### config.mk
export PLATFORM = sky130hd
export DESIGN_NAME = mem_tile_reader
export DESIGN_NICKNAME = d
export VERILOG_FILES = /design/src/rtl/mem_tile_reader.sv
export SDC_FILE = /design/constraint.sdc
export NUM_CORES = 1
export LEC_CHECK = 0
export CAP_MARGIN = 40
export CORE_MARGIN = 2
export CORE_UTILIZATION = 45
export DETAILED_ROUTE_END_ITERATION = 6
export HOLD_SLACK_MARGIN = 0.02
export PLACE_DENSITY = 0.68
export REMOVE_ABC_BUFFERS = 1
export SYNTH_ARGS = -nofsm -noshare
export SYNTH_HDL_FRONTEND = slang
export SYNTH_HIERARCHICAL = 1
export SYNTH_SLANG_ARGS = --single-unit
### constraint.sdc
create_clock -name clk -period 11.1 [get_ports clk]
set_clock_uncertainty 0.15 [all_clocks]
set_input_delay 2.22 -clock clk [delete_from_list [all_inputs] [get_ports clk]]
set_output_delay 2.22 -clock clk [all_outputs]
set_load 0.005 [all_outputs]
### src/rtl/mem_tile_reader.sv
// Small power-of-two FIFO holding fetched pixels between memory and consumer.
// Latency: a push is visible at the head the cycle after it is written.
// Backpressure: no internal throttling; the writer must never push when full.
module mem_tile_reader_fifo #(
  parameter int WIDTH = 19,
  parameter int DEPTH = 2
) (
  input  logic                     clk,
  input  logic                     rst,
  input  logic                     push,
  input  logic [WIDTH-1:0]         push_dat,
  input  logic                     pop,
  output logic [WIDTH-1:0]         head_dat,
  output logic [$clog2(DEPTH):0]   count,
  output logic                     empty
);
  localparam int PTR_W = $clog2(DEPTH);
  localparam int CNT_W = PTR_W + 1;
  localparam logic [PTR_W-1:0] PTR_ONE = PTR_W'(1);
  localparam logic [CNT_W-1:0] CNT_ONE = CNT_W'(1);

  logic [WIDTH-1:0] mem_q [DEPTH];
  logic [WIDTH-1:0] mem_d [DEPTH];
  logic [PTR_W-1:0] wr_ptr_q, wr_ptr_d;
  logic [PTR_W-1:0] rd_ptr_q, rd_ptr_d;
  logic [CNT_W-1:0] cnt_q, cnt_d;

  // Storage and pointer registers.
  always_ff @(posedge clk or posedge rst) begin
    if (rst) begin
      for (int i = 0; i < DEPTH; i++) mem_q[i] <= '0;
      wr_ptr_q <= '0;
      rd_ptr_q <= '0;
      cnt_q    <= '0;
    end else begin
      mem_q    <= mem_d;
      wr_ptr_q <= wr_ptr_d;
      rd_ptr_q <= rd_ptr_d;
      cnt_q    <= cnt_d;
    end
  end

  // Pointer/count update; simultaneous push and pop leaves the count unchanged.
  always_comb begin
    mem_d    = mem_q;
    wr_ptr_d = wr_ptr_q;
    rd_ptr_d = rd_ptr_q;
    cnt_d    = cnt_q;
    if (push) begin
      mem_d[wr_ptr_q] = push_dat;
      wr_ptr_d        = wr_ptr_q + PTR_ONE;
    end
    if (pop) rd_ptr_d = rd_ptr_q + PTR_ONE;
    if (push && !pop)      cnt_d = cnt_q + CNT_ONE;
    else if (!push && pop) cnt_d = cnt_q - CNT_ONE;
  end

  assign head_dat = mem_q[rd_ptr_q];
  assign count    = cnt_q;
  assign empty    = (cnt_q == '0);

endmodule

// Raster-order tile walker reading memory port A and streaming pixels out.
// Latency: first pixel valid 3 cycles after start, then one pixel per cycle.
// Backpressure: reads issue only when the skid FIFO has room for the in-flight word.
module mem_tile_reader #(
  parameter int ADDR_W     = 21,
  parameter int DATA_W     = 18,
  parameter int DIM_W      = 10,
  parameter int FIFO_DEPTH = 2
) (
  input  logic              clk,
  input  logic              rst,
  input  logic              start,
  input  logic [ADDR_W-1:0] base_addr,
  input  logic [DIM_W-1:0]  tile_w,
  input  logic [DIM_W-1:0]  tile_h,
  input  logic [DIM_W-1:0]  line_stride,
  output logic [ADDR_W-1:0] mem_addr,
  input  logic [DATA_W-1:0] mem_data,
  output logic [DATA_W-1:0] out_data,
  output logic              out_valid,
  input  logic              out_ready,
  output logic              out_last,
  output logic              busy,
  output logic              done
);
  localparam int CNT_W = $clog2(FIFO_DEPTH) + 1;
  localparam logic [DIM_W-1:0] DIM_ONE   = DIM_W'(1);
  localparam logic [CNT_W:0]   DEPTH_LIM = (CNT_W + 1)'(FIFO_DEPTH);

  typedef enum logic [1:0] {S_IDLE = 2'd0, S_ISSUE = 2'd1, S_DRAIN = 2'd2} state_t;

  typedef struct packed {
    logic              last;
    logic [DATA_W-1:0] data;
  } pix_t;

  state_t            state_q, state_d;
  logic [DIM_W-1:0]  tile_w_q, tile_w_d;
  logic [DIM_W-1:0]  tile_h_q, tile_h_d;
  logic [DIM_W-1:0]  stride_q, stride_d;
  logic [DIM_W-1:0]  col_q, col_d;
  logic [DIM_W-1:0]  row_q, row_d;
  logic [ADDR_W-1:0] row_base_q, row_base_d;
  logic [ADDR_W-1:0] mem_addr_q, mem_addr_d;
  logic              inflight_q, inflight_d;
  logic              inflight_last_q, inflight_last_d;
  logic              done_q, done_d;

  logic [CNT_W-1:0]  fifo_count;
  logic              fifo_empty;
  logic              fifo_pop;
  pix_t              push_pix;
  pix_t              head_pix;
  logic [CNT_W:0]    occ;
  logic              issue;
  logic              col_last;
  logic              row_last;
  logic              last_issue;
  logic              last_hs;
  logic [ADDR_W-1:0] issue_addr;

  // The word returned this cycle lands in the FIFO, carrying its last tag.
  assign push_pix.last = inflight_last_q;
  assign push_pix.data = mem_data;

  mem_tile_reader_fifo #(
    .WIDTH ($bits(pix_t)),
    .DEPTH (FIFO_DEPTH)
  ) u_fifo (
    .clk      (clk),
    .rst      (rst),
    .push     (inflight_q),
    .push_dat (push_pix),
    .pop      (fifo_pop),
    .head_dat (head_pix),
    .count    (fifo_count),
    .empty    (fifo_empty)
  );

  // Issue qualification: a slot must remain for the word this read will return.
  always_comb begin
    fifo_pop   = !fifo_empty && out_ready;
    last_hs    = fifo_pop && head_pix.last;
    occ        = {1'b0, fifo_count} + {{CNT_W{1'b0}}, inflight_q} - {{CNT_W{1'b0}}, fifo_pop};
    issue      = (state_q == S_ISSUE) && (occ < DEPTH_LIM);
    col_last   = (col_q == tile_w_q - DIM_ONE);
    row_last   = (row_q == tile_h_q - DIM_ONE);
    last_issue = col_last && row_last;
    issue_addr = row_base_q + ADDR_W'(col_q);
    mem_addr_d = issue ? issue_addr : mem_addr_q;
  end

  // State and walker registers.
  always_ff @(posedge clk or posedge rst) begin
    if (rst) begin
      state_q         <= S_IDLE;
      tile_w_q        <= '0;
      tile_h_q        <= '0;
      stride_q        <= '0;
      col_q           <= '0;
      row_q           <= '0;
      row_base_q      <= '0;
      mem_addr_q      <= '0;
      inflight_q      <= 1'b0;
      inflight_last_q <= 1'b0;
      done_q          <= 1'b0;
    end else begin
      state_q         <= state_d;
      tile_w_q        <= tile_w_d;
      tile_h_q        <= tile_h_d;
      stride_q        <= stride_d;
      col_q           <= col_d;
      row_q           <= row_d;
      row_base_q      <= row_base_d;
      mem_addr_q      <= mem_addr_d;
      inflight_q      <= inflight_d;
      inflight_last_q <= inflight_last_d;
      done_q          <= done_d;
    end
  end

  // Next-state and raster counter advance.
  always_comb begin
    state_d         = state_q;
    tile_w_d        = tile_w_q;
    tile_h_d        = tile_h_q;
    stride_d        = stride_q;
    col_d           = col_q;
    row_d           = row_q;
    row_base_d      = row_base_q;
    done_d          = 1'b0;
    inflight_d      = issue;
    inflight_last_d = issue && last_issue;
    case (state_q)
      S_IDLE: begin
        if (start) begin
          tile_w_d   = tile_w;
          tile_h_d   = tile_h;
          stride_d   = line_stride;
          col_d      = '0;
          row_d      = '0;
          row_base_d = base_addr;
          // An empty tile finishes immediately without ever going busy.
          if (tile_w == '0 || tile_h == '0) done_d = 1'b1;
          else                              state_d = S_ISSUE;
        end
      end
      S_ISSUE: begin
        if (issue) begin
          if (col_last) begin
            col_d      = '0;
            row_d      = row_q + DIM_ONE;
            row_base_d = row_base_q + ADDR_W'(stride_q);
          end else begin
            col_d = col_q + DIM_ONE;
          end
          if (last_issue) state_d = S_DRAIN;
        end
      end
      S_DRAIN: begin
        if (last_hs) begin
          state_d = S_IDLE;
          done_d  = 1'b1;
        end
      end
      default: state_d = S_IDLE;
    endcase
  end

  // Outputs: stream from FIFO head, status from state.
  always_comb begin
    busy      = (state_q != S_IDLE);
    done      = done_q;
    out_valid = !fifo_empty;
    out_data  = fifo_empty ? '0 : head_pix.data;
    out_last  = !fifo_empty && head_pix.last;
    mem_addr  = mem_addr_d;
  end

endmodule

# Word level (Yosys, flattened, before mapping)
# Index checks and enable logic that the tools add are counted.
word_totals:
  regBits: 139
  latch_bits: 0
  mem_bits_rw: 0
  mem_bits_ro: 0
  in_bits: 73
  out_inout_bits: 43
  wordCells: 99
  n_memories: 0
op_classes:
  addsub: 12
  multipliers: 0
  n_div: 0
  order_cmp: 4
  n_eq_ne: 10
  shifts: 0
  mux: 31
  n_bitwise: 2
  n_reduce_logical: 24
ops:
  columns: ["cell", "count"]
  rows:
  - ["2-to-1 mux 21 bit", 4]
  - ["2-to-1 mux 19 bit", 4]
  - ["2-to-1 mux 10 bit", 5]
  - ["adder 21 x 10 -> 21 bit", 2]
  - ["case mux 21 bit (2 select lines)", 1]
  - ["case mux 10 bit (2 select lines)", 2]
  - ["bitwise mux 38 bit", 1]
  - ["adder 10 x 1 -> 10 bit (second input constant)", 2]
  - ["equality test 10 bit", 2]
  - ["logical NOT 10 bit", 2]
  - ["subtractor 10 x 1 -> 10 bit (second input constant)", 2]
  - ["demux 19 bit (select 1 bit)", 1]
  - ["2-to-1 mux 18 bit", 1]
  - ["2-to-1 mux 2 bit", 7]
  - ["!= test 2 bit (second input constant)", 6]
  - ["logical AND 1 bit", 9]
  - ["case mux 2 bit (3 select lines)", 1]
  - ["nonzero test 2 bit", 3]
  - ["AND reduction 5 bit", 1]
  - [">= comparator 2 bit (second input constant)", 2]
  - ["logical NOT 2 bit", 2]
  - ["NOT 1 -> 2 bit", 2]
  - ["AND reduction 4 bit", 1]
  - ["adder 2 x 1 -> 3 bit", 1]
  - ["other kinds (14)", 19]

# Logic depth before layout (Yosys ltp)
# Gate-level depths: netlist (run 1).
depth:
  ltp_word: 8
  ltp_mapped: 15
  mapped_depth_nobuf: 13

# Modules after synthesis
# Netlist (run 1), hierarchy kept.
by_module_without_submodules:
  columns: ["module", "instances", "cells_per_inst", "area_per_inst_um2"]
  rows:
  - ["mem_tile_reader", 1, 708, 6072.1]
  - ["mem_tile_reader_fifo", 1, 116, 1869.3]

# Least setup slack after synthesis (run 1)
# OpenSTA, ideal clock, no wires.
synth_path:
  kind: "input to output"
  startpoint: "in out_ready"
  endpoint: "out mem_addr[1]"
  arrival_ps: 4129
  t_required_ps: 8730
  setup_slack_ps: 4601
  stages: 9
  path_buffers: 2
  cell_sequence: "nor2b_1 ha_1 nor2b_1 fa_1 nor2_1 nand2_1 clkbuf_1 clkbuf_1 o21ai_0"
synth_via:
  elab_chain_len: 5
synth_lines:
  columns: ["element", "line_no", "rtl"]
  rows:
  - ["from (decl)", "84", "input logic out_ready,"]
  - ["logical AND 1 bit", "145", "fifo_pop = !fifo_empty && out_ready;"]
  - ["subtractor 3 x 1 -> 3 bit", "147", "occ = {1'b0, fifo_count} + {{CNT_W{1'b0}}, inflight_q} - {{CNT_W{1'b0}}, fifo_pop};"]
  - ["< comparator 3 x 2 -> 1 bit", "148", "issue = (state_q == S_ISSUE) && (occ < DEPTH_LIM);"]
  - ["logical AND 1 bit", "148", null]
  - ["2-to-1 mux 21 bit", "153", "mem_addr_d = issue ? issue_addr : mem_addr_q;"]
  - ["to (decl)", "80", "output logic [ADDR_W-1:0] mem_addr,"]
# No other way between the ends.

# Worst setup path in the final report (run 1)
layout_path:
  startpoint: "in out_ready"
  endpoint: "out mem_addr[4]"
layout_via:
  elab_chain_len: 5
layout_lines:
  columns: ["element", "line_no", "rtl"]
  rows:
  - ["logical AND 1 bit", "145", null]
  - ["net fifo_pop", "114", "logic fifo_pop;"]
  - ["subtractor 3 x 1 -> 3 bit", "147", null]
  - ["< comparator 3 x 2 -> 1 bit", "148", null]
  - ["logical AND 1 bit", "148", null]
  - ["2-to-1 mux 21 bit", "153", null]
# The timed path passes the listed nets, and every way through them passes these cells.

==> results of run 1 <==
## how the worst max path moves through the flow
stage,to,slack [ns],cells past startpoint,startpoint
finish,mem_addr[4],3.40,10,out_ready
floorplan,mem_addr[4],4.28,7,out_ready
global placement,mem_addr[4],3.48,10,out_ready
detailed placement,mem_addr[4],3.41,10,out_ready
CTS,mem_addr[4],3.38,10,out_ready
global route,mem_addr[4],3.10,10,out_ready
## synthesized netlist by cell type (4+ instances only)
cell       number  share of area [%]
xor2_1         37                4.1
buf_2           5               0.32
nand3_1        13               0.82
a21oi_1        34                2.1
nor2_1         38                1.8
a311oi_1        5               0.55
a211oi_1        6               0.57
and2_1          7               0.55
a21o_1          5               0.47
clkbuf_1       27                1.3
mux2_2         48                6.8
nor3_1         27                1.7
o21a_1          4               0.38
inv_1          28                1.3
o22ai_1        11               0.87
o2111ai_1       7               0.77
ha_1           26                4.1
dfrtp_1       139                 44
o211ai_1        9               0.85
mux2_4         10                1.9
nand2_1       134                6.3
nor4_1          5               0.39
xnor2_1        24                2.6
a31oi_1         4               0.32
nor2b_1        26                2.0
or3_1           4               0.32
o21ai_0        54                3.4
nand4_1         9               0.71
and3_1         15                1.2
## layer usage
metal	up-vias	global-route usage, %	share of wire, %
met2	175	33.3	46
met5	-	0	0
li1	3104	-	-
met1	3010	27.9	47
met4	0	6.93	1.6
met3	27	4.52	5.5
## per-stage QoR
| step | cells | util (%) |
|---|---|---|
| final | 1165 | 57.6 |
| after global routing | 1165 | 57.6 |
| after CTS | 1165 | 57.6 |
| after detailed placement | 1133 | 53.7 |
| after global placement | 1131 | 53.4 |
| after floorplan | 784 | - |
## where the power goes
group          internal (µW)  leakage (µW)  switching, µW
clock network            427      0.000328            233
registers                727       0.00170            185
logic                    823       0.00228            770
## layout make-up
type	instances	area, µm²	share of cell area [%]
sequential	139	3480	34.9
multi-input combinational	617	4170	41.8
clock buffer	17	425	4.27
timing repair buffer	124	1250	12.5
clock inverter	15	262	2.62
tap	225	282	2.82
inverter	28	108	1.08
## cells in the final DEF (no fill, tap or decap), types with 26 or more instances in the layout
cell | netlist | final
xor2_1 | 37 | 37
ha_1 | 26 | 26
mux2_2 | 48 | 48
a21oi_1 | 34 | 34
o21ai_0 | 54 | 54
clkdlybuf4s50_1 | 0 | 115
dfrtp_1 | 139 | 139
inv_1 | 28 | 27
nor2_1 | 38 | 36
nand2_1 | 134 | 133
nor3_1 | 27 | 27
nor2b_1 | 26 | 26
## worst reg2reg max path: stages, from the launching register on
cell and delay [ns]:
dfrtp_1 0.44, nor2_2 0.39, nor2b_1 0.17, ha_1 0.31
nor2b_1 0.14, fa_1 0.42, nor2_1 0.19, nand2_1 0.12
a21oi_2 0.51, nand2_2 0.67, o221a_2 0.52
## state kept, by name, indices dropped and copies added, names as in the netlist, 2 cells and up
register      cells
col_q            10
u_fifo/count      2
state_q           2
row_q            10
mem_addr_q       21
row_base_q       21
stride_q         10
u_fifo/mem_q     38
tile_w_q         10
tile_h_q         10
## cell families after synthesis
kind of cell / Yosys count / share of synthesized area, %
AOI/OAI and AO/OA: 168 / 13.7
xor gates and xnor gates: 61 / 6.73
adders and majority gates: 29 / 4.85
buffers and inverters: 68 / 3.88
DFF: 139 / 43.8
muxes: 58 / 8.70
and+or+nand+nor: 301 / 18.3
==> results_dict.tcl, run 1 <==
set metrics [dict create \
    grt_max_degree 53 \
    die_x_um 137 \
    ant_nets 0 \
    rr_worst_depth 10 \
    ir_worst_vdd_uv 176 \
    drc 0 \
    fin_hold_ws_ns 0.319 \
    dr.pass1.iters 5 \
    hold_viol 0 \
    syn_inst 824 \
    crit_buf_inv 3 \
    synth_ff_type "dfrtp_1" \
    cp.required_ns 8.73 \
    grt_pass1_wl_um 30400 \
    final_net_count 1029 \
    critPathMaxFanout 48 \
    yosysWarnings 6 \
    post_cts_buffers 0 \
    tightestPinTransition_ns 0.911 \
    routed_via_density 5.42 \
    first_iter_violations 358 \
    crit_family "buffers and inverters" \
    whs_endpoint "mem_addr_q[0]" \
    ctsResizeCount 0 \
    setup_slack_ns 3.40 \
    synth_cell_types 69 \
    endpoint_kind "primary output" \
    worstSetupStartpointType "input port" \
    grt_pass1_vias 6143 \
    grt_overflow 0 \
    ys_ff_latch 139 \
    hp-start "mem_addr_q[0]" \
    p_total_uw 3160 \
    status "completed" \
    hpwl_um 12900 \
    clk_pin_slew_worst_paths_ns 0.06 \
    final_area_mm2 0.00997 \
    synth.avg_cell_area_um2 9.64 \
    placed_area_mm2 0.00928 \
    synth_edf_count 0 \
    rows 48 \
    crit_chain "clkdlybuf4s50_1 -> nor2b_1 -> ha_1 -> nor2b_1 -> fa_1 -> nor2_1 -> nand2_1 -> buf_4 -> o31ai_1 -> clkdlybuf4s50_1" \
    grt_antenna_before_repair 0 \
    clock-sinks 139 \
    start_util_pct 45.9 \
    dp_slack_ns 3.41 \
    antenna_cells 0 \
    cts_hold_buf 0 \
    post_drt_wl_per_cell_um 16.0 \
    globalplace.congestion 0.822 \
    min_period_ns 7.70 \
    setup_viol 0 \
    clk_latency_ns 0.42 \
    slowest_stage "clkdlybuf4s50_1" \
    crit_type "in -> out" \
    regToRegSetupSlack_ns 6.96 \
    cts_buffer_depth 2 \
    die-area_mm2 0.0187 \
    leakagePower_uw 0.00431 \
    htree_levels 4 \
    track_usage_pct 20.7 \
    async_reset_ff_share_pct 100 \
    rsz0062_at_grt "false" \
    min_period_over_period_pct 69.4 \
    core_mm2 0.0173 \
    io_buffers 115 \
    vias 6316 \
    drive_above_1_share_pct 13.1 \
    maxCapViolCount 0 \
    final_max_slew_viol_count 0 \
    cts-root-buf "clkbuf_16" \
    area.growth.synth_to_final_pct 25.5 \
    r2r_start "u_fifo/count[0]" \
    fin_tns_setup_ns 0 \
    fillerInstances 1501 \
    relSlewSlack_pct 38.9 \
    reg2reg_to "row_base_q[11]" \
    die_h_um 137 \
    hold_path_depth 2 \
    tritoncts "done" \
    fmax_mhz 130 \
    drt-total-wl_um 18700 \
    netlist_area_mm2 0.00794 \
    ys_seq_area_share_pct 43.8 \
    num_io_pins 116 \
    max_stage_delay_ns 0.56 \
    cts_buffers 17 \
    power_density_mw_per_mm2 317 \
    hold_class "reg -> reg" \
    cp.arrival_ns 5.33 \
]
Power figures use the tool's default switching activity.
==> inputs of run 2 (changes only) <==
clock period = 7.1 ns   (was 11.1 ns; I/O delays follow)
==> run 2 against run 1 <==
Against the previous run:
- largest cell class unchanged
- critical path depth unchanged
- count of clock-buffer cells in the layout increased by 1
- die area unchanged
- combinational power increased by 57%
- total power increased by 53%
- first-iteration DRC count increased by 6.4%
- critical endpoint unchanged
- worst hold slack improved by 0.0085 ns
- wire length increased by 1.4%
- non-clock buffer count increased by 1
==> results_dict.tcl, run 2 (synthesis results as in run 1) <==
set metrics [dict create \
    status "completed" \
    hpwl_um 13200 \
    critPathMaxFanout 48 \
    ir_worst_vdd_uv 298 \
    ctsResizeCount 0 \
    cts_hold_buf 0 \
    endpoint_kind "primary output" \
    fin_cells 1166 \
    rr_worst_depth 12 \
    drc 0 \
    tightestPinTransition_ns 0.870 \
    grt_pass1_vias 6240 \
    cts-root-buf "clkbuf_16" \
    largest_reg_flops 38 \
    reg_top3 "u_fifo/mem_q (38), mem_addr_q (21), row_base_q (21)" \
    grt_max_degree 54 \
    grt_pass1_wl_um 31200 \
    cp.required_ns 5.53 \
    whs_endpoint "mem_addr_q[0]" \
    ant_nets 0 \
    min_period_over_period_pct 87.1 \
    drive_above_1_share_pct 13.0 \
    hold_class "reg -> reg" \
    grt_overflow 0 \
    cts_buffers 17 \
    final_common_cell "dfrtp_1" \
    regToRegSetupSlack_ns 3.06 \
    area.growth.synth_to_final_pct 24.6 \
    cts_buffer_depth 2 \
    placedCellCount 1134 \
    clk_latency_ns 0.43 \
    clock-sinks 139 \
    hold_path_depth 2 \
    reg2reg_to "row_base_q[6]" \
    worstSetupStartpointType "input port" \
    htree_levels 4 \
    crit_type "in -> out" \
    die_h_um 137 \
    die-area_mm2 0.0187 \
    regMostFlops "u_fifo/mem_q" \
    relSlewSlack_pct 41.6 \
    die_x_um 137 \
    final_max_slew_viol_count 0 \
    io_buffers 115 \
    final_net_count 1030 \
    clk_pin_slew_worst_paths_ns 0.06 \
    dr.pass1.iters 4 \
    rows 48 \
    tritoncts "done" \
    hold_viol 0 \
    cp.arrival_ns 4.61 \
    post_cts_buffers 0 \
    start_util_pct 45.9 \
    maxCapViolCount 0 \
    min_period_ns 6.18 \
    grt_antenna_before_repair 0 \
    antenna_cells 0 \
    vias 6335 \
    first_iter_violations 381 \
    globalplace.congestion 0.832 \
    finish.utilization_pct 57.2 \
    fmax_mhz 162 \
    fin_tns_setup_ns 0 \
    placed_area_mm2 0.00929 \
    track_usage_pct 21.3 \
    leakagePower_uw 0.00428 \
    r2r_start "u_fifo/count[0]" \
    power_density_mw_per_mm2 488 \
    final_cell_mix "dfrtp_1, nand2_1, clkdlybuf4s50_1" \
    rsz0062_at_grt "false" \
    num_io_pins 116 \
    startpoint "out_ready" \
    fillerInstances 1539 \
    setup_viol 0 \
    drt-total-wl_um 18900 \
    hp-start "mem_addr_q[0]" \
    routed_via_density 5.43 \
    final_area_mm2 0.00989 \
    core_mm2 0.0173 \
    post_drt_wl_per_cell_um 16.2 \
]
run 2: cell types whose count changed in the layout (fill, tap and decap cells not counted), sizes merged:
cell	delta
clkinv	+4
inv	-3
clkinvlp	+1
bufinv	-3
buf	+1
clkbuf	+1
run 2: final cells by class:
| type | instances | area (µm²) | area share, % |
|---|---|---|---|
| well taps | 225 | 282 | 2.85 |
| multi-input cells | 617 | 4170 | 42.1 |
| flip-flops and latches | 139 | 3480 | 35.2 |
| inverters | 28 | 108 | 1.09 |
| repair buffers | 125 | 1260 | 12.7 |
| clock buffers | 18 | 429 | 4.34 |
| clock inverters | 14 | 171 | 1.73 |
run 2: how the worst max path moves through the flow:
stage / to / slack [ns] / cells after the start
after global routing: mem_addr[4] / 0.70 / 10
after global placement: mem_addr[4] / 1.08 / 10
after floorplan: row_base_q[17] / 1.84 / 10
after CTS: mem_addr[4] / 0.93 / 10
after detailed placement: mem_addr[4] / 0.96 / 10
final: mem_addr[4] / 0.92 / 10
run 2: through the flow:
step                      setup slack (ns)  total power (µW)  hold slack [ns]
after CTS                            0.925              4860            0.333
final                                0.919              4830            0.327
after global routing                 0.697              5220            0.361
after floorplan                       1.84              2920            0.302
after global placement                1.08              3840            0.311
after detailed placement             0.962              3920            0.314
run 2: power by group:
group | switching [µW] | internal, µW | total, µW
combinational | 1210 | 1290 | 2490
sequential | 291 | 1140 | 1430
clock | 357 | 552 | 909
run 2: metal layers:
metal,global-route usage (%),share of wire [%],up-vias
li1,-,-,3106
met4,7.22,1.8,0
met1,28.0,46,3035
met5,0,0,-
met3,4.70,5.6,24
met2,34.9,46,170
run 2: worst max-delay path, cell delays in order:
cell	delay (ns)
clkdlybuf4s50_1	0.50
nor2b_1	0.31
ha_1	0.29
nor2b_1	0.15
fa_1	0.43
nor2_1	0.21
nand2_1	0.07
buf_4	0.27
o31ai_1	0.37
clkdlybuf4s50_1	0.56
==> inputs of run 3 (changes only) <==
CORE_ASPECT_RATIO = 1.1   (was unset)
CORE_MARGIN = unset   (was 2)
PLACE_DENSITY = 0.71   (was 0.68)
clock period = 5.2 ns   (was 7.1 ns; I/O delays follow)
==> run 3 against run 2 <==
Against the previous run:
- combinational power rose by 41%
- clock power rose by 53%
- die area fell by 2.9%
- non-clock buffer count rose by 10
- via count rose by 1.4%
- highest routed layer unchanged
==> results_dict.tcl, run 3 (synthesis results as in run 1) <==
set metrics [dict create \
    regMostFlops "u_fifo/mem_q" \
    met1Wirelength_um 8200 \
    multi_input_area_mm2 0.00418 \
    hold_viol 0 \
    cp.arrival_ns 3.84 \
    routed.top_layer "met4" \
    reg_top3 "u_fifo/mem_q (38), mem_addr_q (21), row_base_q (21)" \
    drive_above_1_share_pct 14.1 \
    endpoint_kind "primary output" \
    clk_latency_ns 0.42 \
    grt_max_degree 53 \
    die_h_um 141 \
    p_total_uw 6840 \
    min_period_over_period_pct 96.8 \
    core_mm2 0.0171 \
    dr_wl_met3_um 1170 \
    ant_nets 0 \
    leakagePower_uw 0.00438 \
    slowest_stage "clkdlybuf4s50_1" \
    final_common_cell "dfrtp_1" \
    seqCellArea_mm2 0.00348 \
    drc 0 \
    clock-sinks 139 \
    first_iter_violations 332 \
    grt_overflow 0 \
    final_net_count 1040 \
    die-area_mm2 0.0182 \
    largest_reg_flops 38 \
    tritoncts "done" \
    ir_worst_vdd_uv 400 \
    tightestPinTransition_ns 0.832 \
    cts_buffers 17 \
    clk_pin_slew_worst_paths_ns 0.05 \
    globalplace.congestion 0.881 \
    crit_chain "clkdlybuf4s50_1 -> nor2b_2 -> ha_1 -> nor2b_1 -> fa_1 -> nor2_1 -> nand2_1 -> buf_12 -> o31ai_4 -> clkdlybuf4s50_1" \
    max_stage_delay_ns 0.54 \
    antenna_cells 0 \
    rows 50 \
    regToRegSetupSlack_ns 1.71 \
    final_cell_mix "dfrtp_1, nand2_1, clkdlybuf4s50_1" \
    drt-total-wl_um 19000 \
    grt_pass1_vias 6532 \
    die_x_um 129 \
    relSlewSlack_pct 43.9 \
    crit_type "in -> out" \
    fmax_mhz 199 \
    worstSetupStartpointType "input port" \
    routed_via_density 5.43 \
    cts_buffer_depth 2 \
    hpwl_um 13400 \
    fillerInstances 1564 \
    crit_family "buffers and inverters" \
    met2_length_um 9230 \
    track_usage_pct 22.0 \
    cts_hold_buf 0 \
    dr.pass1.iters 6 \
    post_drt_wl_per_cell_um 16.0 \
    power_density_mw_per_mm2 680 \
    maxCapViolCount 0 \
    final_max_slew_viol_count 0 \
    fin_tns_setup_ns 0 \
    setup_viol 0 \
    area.growth.synth_to_final_pct 26.8 \
    crit_path_frequent_cell "clkdlybuf4s50_1" \
    hold_class "reg -> reg" \
    htree_levels 4 \
    io_buffers 115 \
    grt_pass1_wl_um 31300 \
    status "completed" \
    min_period_ns 5.03 \
    cp.required_ns 4.01 \
    rsz0062_at_grt "false" \
    grt_antenna_before_repair 0 \
    cts-root-buf "clkbuf_16" \
    vias 6424 \
    num_io_pins 116 \
    critPathMaxFanout 48 \
    start_util_pct 46.3 \
    crit_buf_inv 3 \
]
## run 3: changes by cell type in the layout (fill, tap and decap cells not counted), moves of 3 or more
cell        delta
buf_4         +10
o21ai_1        +9
o21ai_0        -9
bufinv_16      +3
clkinvlp_4     -3
clkinv_4       -3
## run 3: cell type report
type / instances / area share, %
clock buffer: 19 / 4.50
clock inverter: 12 / 2.16
inverter: 28 / 1.07
multi-input combinational: 617 / 41.6
sequential: 139 / 34.6
tap: 234 / 2.91
timing repair buffer: 135 / 13.3
## run 3: tightest hold or removal path, cell delays in order (launching register included)
cell	delay [ns]
dfrtp_1	0.32
nand2_1	0.04
nand2_1	0.07
## run 3: final timing paths
| kind | from | to | cells after the start |
|---|---|---|---|
| hold / removal | mem_addr_q[0] | mem_addr_q[0] | 2 |
| setup / recovery | out_ready | mem_addr[4] | 10 |
| min in group asynchronous | rst | u_fifo/mem_q[37] | 2 |
| hold reg to reg | mem_addr_q[0] | mem_addr_q[0] | 2 |
| max in group asynchronous | rst | col_q[7] | 3 |
| setup reg to reg | u_fifo/count[0] | row_q[4] | 12 |
## run 3: power by group
part	internal (µW)	switching (µW)
registers	1550	385
clock network	921	467
logic	1830	1680
## run 3: metrics by stage
stage               std cells  area, µm²  utilization, %  setup slack (ns)  hold slack (ns)
floorplan                 784       7740               -             0.227            0.302
detailed placement       1153       9380            54.7            0.0605            0.315
global route             1184      10100            58.7            0.0191            0.353
finish                   1184      10100            58.7             0.165            0.325
global placement         1152       9350            54.5             0.144            0.310
CTS                      1184      10000            58.6            0.0232            0.327
## run 3: repair_timing
action                                  in CTS  in global routing
endpoints found under the setup margin       0                 14
resized for setup                            0                 14
buffers inserted                             0                  0
## run 3: per-layer routing
layer  up-vias  GRT usage (%)
li1       3128              -
met1      3060           26.9
met2       210           38.0
met3        26           4.86
met4         0           7.93
met5         -              0
